$ cat src/rtl/regalu_sequencer.sv
// Instruction sequencer for reg_file_alu: decodes 16-bit instructions and steps the
// register-file/ALU controls through a setup/commit sequence, returning READ results.
module regalu_sequencer #(
  parameter logic [3:0] LOADI_BASE = 4'd0,
  parameter logic [1:0] LOADI_FN   = 2'b01
) (
  input  logic              clk,
  input  logic              rst,
  input  logic              instr_valid,
  output logic              instr_ready,
  input  logic [15:0]       instr,
  output logic              result_valid,
  input  logic              result_ready,
  output logic signed [7:0] result_data,
  output logic              error,
  output logic [7:0]        retired_count,
  output logic [3:0]        RA1,
  output logic [3:0]        RA2,
  output logic [3:0]        WA,
  output logic signed [7:0] external_data_in,
  output logic [1:0]        ALUcontrol,
  output logic              regwrite,
  output logic              ALUsrc,
  input  logic signed [7:0] ALUresult
);

  typedef enum logic [1:0] {IDLE, SETUP, COMMIT, RESP} state_t;

  localparam logic [1:0] OP_ALU   = 2'b00;
  localparam logic [1:0] OP_LOADI = 2'b01;
  localparam logic [1:0] OP_READ  = 2'b10;
  localparam logic [1:0] OP_RSVD  = 2'b11;

  state_t     state, next_state;
  logic [1:0] op_q;
  logic       is_write;

  assign is_write = (op_q != OP_READ);

  always_ff @(posedge clk) begin
    if (rst) state <= IDLE;
    else     state <= next_state;
  end

  // regwrite and instr_ready are gated by rst so a reset cycle never writes or accepts
  always_comb begin
    next_state  = state;
    instr_ready = 1'b0;
    regwrite    = 1'b0;
    case (state)
      IDLE: begin
        instr_ready = !rst;
        if (instr_valid && instr[15:14] != OP_RSVD) next_state = SETUP;
      end
      SETUP:  next_state = COMMIT;
      COMMIT: begin
        regwrite   = is_write && !rst;
        next_state = is_write ? IDLE : RESP;
      end
      RESP:    if (result_ready) next_state = IDLE;
      default: next_state = IDLE;
    endcase
  end

  always_ff @(posedge clk) begin
    if (rst) begin
      op_q             <= OP_ALU;
      RA1              <= '0;
      RA2              <= '0;
      WA               <= '0;
      external_data_in <= '0;
      ALUcontrol       <= '0;
      ALUsrc           <= 1'b0;
      result_data      <= '0;
      result_valid     <= 1'b0;
      error            <= 1'b0;
      retired_count    <= '0;
    end else begin
      case (state)
        IDLE: begin
          if (instr_valid) begin
            op_q <= instr[15:14];
            case (instr[15:14])
              OP_ALU, OP_READ: begin
                if (instr[15:14] == OP_ALU) WA <= instr[13:10];
                RA1        <= instr[9:6];
                RA2        <= instr[5:2];
                ALUcontrol <= instr[1:0];
                ALUsrc     <= 1'b0;
              end
              OP_LOADI: begin
                WA               <= instr[13:10];
                RA1              <= LOADI_BASE;
                RA2              <= LOADI_BASE;
                ALUcontrol       <= LOADI_FN;
                external_data_in <= instr[7:0];
                ALUsrc           <= 1'b1;
              end
              default: error <= 1'b1;
            endcase
          end
        end
        COMMIT: begin
          if (is_write) begin
            retired_count <= retired_count + 8'd1;
            ALUsrc        <= 1'b0;
          end else begin
            result_data  <= ALUresult;
            result_valid <= 1'b1;
          end
        end
        RESP: begin
          if (result_ready) begin
            result_valid  <= 1'b0;
            retired_count <= retired_count + 8'd1;
          end
        end
        default: ;
      endcase
    end
  end

endmodule

$ cat config.mk
export PLATFORM = sky130hd
export DESIGN_NAME = regalu_sequencer
export DESIGN_NICKNAME = d
export VERILOG_FILES = /design/src/rtl/regalu_sequencer.sv
export SDC_FILE = /design/constraint.sdc
export NUM_CORES = 1
export LEC_CHECK = 0
export ABC_CLOCK_PERIOD_IN_PS = 2200
export CORE_ASPECT_RATIO = 1.4
export CORE_MARGIN = 2
export CORE_UTILIZATION = 42
export CTS_CLUSTER_DIAMETER = 150
export DETAILED_ROUTE_END_ITERATION = 6
export PLACE_DENSITY = 0.88
export SLEW_MARGIN = 10
export SYNTH_ARGS = -nofsm -noshare
export SYNTH_HDL_FRONTEND = slang
export SYNTH_SLANG_ARGS = --single-unit
$ cat constraint.sdc
create_clock -name clk -period 2.2 [get_ports clk]
set_input_delay 0.33 -clock clk [delete_from_list [all_inputs] [get_ports clk]]
set_output_delay 0.33 -clock clk [all_outputs]
set_load 0.1 [all_outputs]
==> metrics.txt, run 1 <==
Top FF cell, synth dfxtp_1; core area approximately 4000 µm²; CP Max Fanout 10; number of synthesized flops with an enable pin 0; critical-path cell list buf_4 > nor2b_1 > nand2_1 > nor2_2 > buf_12; Mapped Avg Cell Area 8.28 µm²; Slew Limit Fails 0; DIE WIDTH 58.8 µm; detailed placer's ending HPWL between 3000 and 4000 µm; hold path endpoint result_data[1]; die area 4740 µm²; CTS tree yes; vias 1691; post-CTS setup buffer count 0; drt drc 4; # setup viols final 0; routability congestion estimate from global placement between 0.7 and 0.8; WP buf/inv 2; Warnings, synthesis 0; hold slack final between 400 and 500 ps; xor/xnor share of the synthesized area ~3.0%; Reg-to-Reg Start state[0]; Place WS 138 ps; crit share post-route 84.1%; Clock transition at path regs approximately 80 ps; post-synthesis mux area share less than 1%; cts hold-fix bufs 0; H-tree levels 2; CTS sink count 45; master of the slowest instance on the critical path dfxtp_1; Synth top cells by count nand2_1, dfxtp_1, a21oi_1, nor2_1, nand3_1; final setup margin 350 ps; Syn Std Cell Area 1760 µm²; most frequent cell after synthesis nand2_1; slack of the worst reg-to-reg path 350 ps; worst r2r dst retired_count[7]; Root Driver clkbuf_8; Synth Area in Compound Gates 11.7%; Initial DRT Pass Iterations 6; leakage power 0.979 nW; Achievable Freq between 500 and 600 MHz; Synth area leader dfxtp_1; # fillers approximately 350; Initial DRC Count 34; post-synthesis sequential element count between 40 and 50; worst skew pair latency 300 ps; delay-heaviest family, CP simple AND/OR/NAND/NOR gates; Syn Nets 242; most area-consuming cells after synthesis dfxtp_1, nand2_1, a21oi_1, nor2_1, nand3_1; Synth top area share 51.1%; Avg WL per Cell 13.2 µm; drt via density 5.16; Synth async-reset ratio 0%; CTS resizes 0; crit path capture type output port; Crit. Startpoint state[1]; global-route wire length before repair 6930 µm; unrepaired setup endpoints after global routing no; Die Span Y between 80 and 90 µm; Worst Hold Class reg2reg; adder-cell area share of the yosys netlist 0.710%; Crit Path Class reg2out; IO Count 71; Critical Path Max Stage Delay 350 ps; status complete, but fails checks; port buffer count 70; Initial Utilization between 40 and 50%; Post-DRT Antenna Nets 0; Nets 313; Max rail drop VDD 0.480 mV; post-synthesis sequential area ratio 51.1%; Max Root-Sink Buffers 2; Ant. Diodes 0; Final Hold Fails 0; Worst Path Arrival 1520 ps; Final Skew 5.29 ps; share of cells above drive strength 1 22.8%; Synth Instances approximately 210; simple-gate share of the synthesized area 29.5%; min-delay src result_data[1]; row cnt 27; CTS Buf Count 5; Total Neg Setup Slack 0 ps; min Tclk post-route roughly 1900 ps; worst reg2reg path depth 4; Critical Path RT 1870 ps; GRT Total Usage 19.2%; Routed WL approximately 4300 µm; final core utilization a little over three fifths; CP Launch Type register; total gr overflow 0; hold path depth 2; Slew headroom 54.5%; vias in the first global route 1590; failing checks DRC; PwrDens around 700 nW/µm²; post-synth cell types 32; Layout Area Growth over Synthesis 42.6%; initial antenna violation count 0; Least-Margin Pin Slew 681 ps; largest family of logic cells by synthesized area simple AND/OR/NAND/NOR gates; pin count of the biggest net entering global routing 34; Max-Cap Viols 0
-- sequential cells by signal, summed over array words and instances, names as in the netlist, 2 cells and up --
name              flops
op_q                  2
state                 2
ALUcontrol            2
result_data           8
WA                    4
RA1                   4
retired_count         8
external_data_in      8
RA2                   4
-- cells by family (layout without fill, tap and decap cells) --
| group | count (synthesis) | count (layout) |
|---|---|---|
| simple gates | 109 | 109 |
| flops | 45 | 45 |
| compound gates | 39 | 39 |
| buf+inv | 12 | 84 |
| xor+xnor | 6 | 6 |
| fa+ha+maj | 1 | 1 |
| mux | 1 | 1 |
-- metal layers --
layer / vias up / share of wire [%] / global-route usage, % / wire length, µm
li1: 862 / - / - / -
met1: 775 / 39 / 20.3 / 1680
met2: 47 / 53 / 34.1 / 2290
met3: 7 / 6.1 / 5.64 / 263
met4: 0 / 2.0 / 8.41 / 88
met5: - / 0 / 0 / 0
-- worst min-delay path: cells and delay by family (launching register included) --
family / cells / cell delay [ps]
simple gates: 1 / 50
compound gates: 1 / 50
flops: 1 / 320
-- worst max path at each step --
stage	slack, ps	endpoint	depth (start not counted)
after global placement	170	retired_count[7]	5
final	350	regwrite	5
after floorplan	160	retired_count[7]	4
after global routing	230	retired_count[1]	4
after CTS	330	regwrite	5
after detailed placement	140	retired_count[7]	5
-- cell usage in the layout (no fill, tap or decap), drive strengths merged, types with 4 or more instances in the layout --
cell type | synthesis | final
a21oi | 32 | 32
buf | 4 | 50
clkbuf | 8 | 5
clkdlybuf4s50 | 0 | 26
dfxtp | 45 | 45
nand2 | 59 | 59
nand2b | 4 | 4
nand3 | 9 | 9
nor2 | 13 | 13
nor3 | 5 | 5
nor4 | 4 | 4
xnor2 | 5 | 5
-- cell type report --
class	instances	area (µm²)	share of cell area (%)
timing repair buffer	76	658	26.2
clock inverter	3	22.5	0.896
tap	43	53.8	2.14
multi-input combinational	156	808	32.2
sequential	45	902	35.9
clock buffer	5	68.8	2.74
-- report_power, final --
group / switching (mW) / internal, mW / leakage, nW
clock network: 0.286 / 0.225 / 0.0481
registers: 0.0217 / 0.843 / 0.366
logic: 0.274 / 0.119 / 0.565
total: 0.581 / 1.19 / 0.979
-- metrics by stage --
step | std cells | instance area [µm²] | power (mW)
finish | 328 | 2510 | 1.77
detailed placement | 320 | 2420 | 1.28
floorplan | 213 | 1770 | 1.15
global route | 328 | 2510 | 1.83
CTS | 328 | 2510 | 1.79
global placement | 320 | 2420 | 1.27
(Power assumes the default switching activity.)
==> inputs of run 2 (changes only) <==
--- a/config.mk
+++ b/config.mk
@@ -5,7 +5,7 @@
 export SDC_FILE = /design/constraint.sdc
 export NUM_CORES = 1
 export LEC_CHECK = 0
-export ABC_CLOCK_PERIOD_IN_PS = 2200
+export ABC_CLOCK_PERIOD_IN_PS = 1710
 export CORE_ASPECT_RATIO = 1.4
 export CORE_MARGIN = 2
 export CORE_UTILIZATION = 42
==> constraint.sdc (replaced) <==
create_clock -name clk -period 1.71 [get_ports clk]
set_input_delay 0.2565 -clock clk [delete_from_list [all_inputs] [get_ports clk]]
set_output_delay 0.2565 -clock clk [all_outputs]
set_load 0.1 [all_outputs]
==> metrics.txt, run 2 (synthesized netlist as in run 1, its figures left out) <==
H-tree levels 2 (unchanged); Max Root-Sink Buffers 2 (unchanged); Max-Cap Viols 0 (unchanged); Worst Path Arrival 1410 ps (-110 ps); leakage power 1.18 nW (+20%); Die Span Y 80.7 µm (unchanged); Least-Margin Pin Slew 384 ps (-296 ps); Place WS -255 ps (-393 ps); Slew Limit Fails 0 (unchanged); initial antenna violation count 0 (unchanged); min-delay src result_ready; die area 4740 µm² (unchanged); metal1 wirelength 1880 µm (+12%); port buffer count 70 (unchanged); GRT Total Usage 22.2% (+3.1 points); Initial DRC Count 64 (+88%); Initial DRT Pass Iterations 6 (unchanged); Max rail drop VDD 0.662 mV (+38%); total gr overflow 0 (unchanged); crit path capture type output port; hold slack final 285 ps (-172 ps); vias 1800 (+6.4%); Initial Utilization 44.2% (unchanged); core area 3990 µm² (unchanged); cts hold-fix bufs 0 (unchanged); status complete, but fails checks; vias in the first global route 1773 (+12%); CTS tree yes; Pwr Total 2.59 mW (+46%); most frequent cells in the layout nand2_1, buf_12, dfxtp_1; IO Count 71 (unchanged); row cnt 27 (unchanged); top flop regs external_data_in: 8 flops, result_data: 8 flops, retired_count: 8 flops; Clock transition at path regs 90 ps (about the same); hold path endpoint result_valid; DR top layer met4; pin count of the biggest net entering global routing 18 (-47%); Avg WL per Cell 14.8 µm (+13%); Crit Path Class reg2out; worst reg2reg path depth 4 (unchanged); Worst Hold Class in2reg; CTS Buf Count 5 (unchanged); global-route wire length before repair 8070 µm (+16%); DIE WIDTH 58.8 µm (unchanged); worst skew pair latency 300 ps (about the same); most common cell after layout, fill and taps aside nand2_1; drt via density 5.31 (+3.0%); slack of the worst reg-to-reg path 90 ps (-260 ps); hold path depth 2 (unchanged); routability congestion estimate from global placement 0.796 (+3.5%); CP Launch Type register; Reg-to-Reg Start state[0]; final setup margin 44.2 ps (-306 ps); CP Max Fanout 7 (-3); Nets 324 (+3.5%); post-CTS setup buffer count 0 (unchanged); failing checks DRC; Layout Area Growth over Synthesis 79.5%; unrepaired setup endpoints after global routing no; Slew headroom 74.1% (+20 points); crit share post-route 97.4%; Ant. Diodes 0 (unchanged); worst r2r dst retired_count[7]; Achievable Freq approximately 600 MHz; CTS sink count 45 (unchanged); min Tclk post-route 1670 ps; # setup viols final 0 (unchanged); Post-DRT Antenna Nets 0 (unchanged); Routed WL 5020 µm (+16%); routed wl met2 2740 µm (+20%); Critical Path RT 1450 ps (-420 ps); share of cells above drive strength 1 28.0% (+5.2 points); drt drc 2 (-2); detailed placer's ending HPWL 3810 µm (+19%); Root Driver clkbuf_8; Final Hold Fails 0 (unchanged); PwrDens 818 nW/µm² (+16%); Final Skew 7.66 ps (+2.37 ps); met3 WL 286 µm (+8.7%)
## run 2: worst max-delay path, stage by stage, from the launching register on
cell	delay, ps
dfxtp_2	380
buf_4	160
nor2b_4	170
nand2_1	110
nor2_4	110
buf_12	180
## run 2: what timing repair did
item / 4_1_cts / 5_1_grt
setup endpoints to repair: 1 / 2
pin swaps: 0 / 0
resized for setup: 2 / 4
## run 2: area by class of cell
class / instances / area, µm²
clock buffer: 6 / 82.6
clock inverter: 2 / 36.3
fill: 272 / 822
multi-input combinational: 156 / 821
sequential: 45 / 915
tap: 43 / 53.8
timing repair buffer: 87 / 1260
## run 2: worst max-delay path by stage
stage,startpoint,endpoint,cells past startpoint
global placement,result_ready,retired_count[7],5
CTS,state[0],retired_count[7],4
floorplan,state[1],instr_ready,2
global route,state[1],regwrite,5
finish,state[1],regwrite,5
detailed placement,result_ready,retired_count[7],5
## run 2: power breakdown
group / switching [mW] / internal [mW]
registers: 0.0445 / 1.08
logic: 0.365 / 0.243
clock network: 0.376 / 0.477
## run 2: per-stage QoR
stage,util (%),instance area (µm²),setup TNS [ps],instances
after floorplan,-,1780,-233,213
after global placement,76.0,3030,-280,331
after detailed placement,76.0,3030,-643,331
after CTS,79.1,3150,0,339
after global routing,79.4,3160,0,339
final,79.4,3160,0,339
## run 2: metal layers
| layer | GRT usage (%) | vias up |
|---|---|---|
| met3 | 5.48 | 14 |
| li1 | - | 878 |
| met4 | 9.32 | 0 |
| met1 | 25.0 | 842 |
| met2 | 38.9 | 66 |
| met5 | 0 | - |
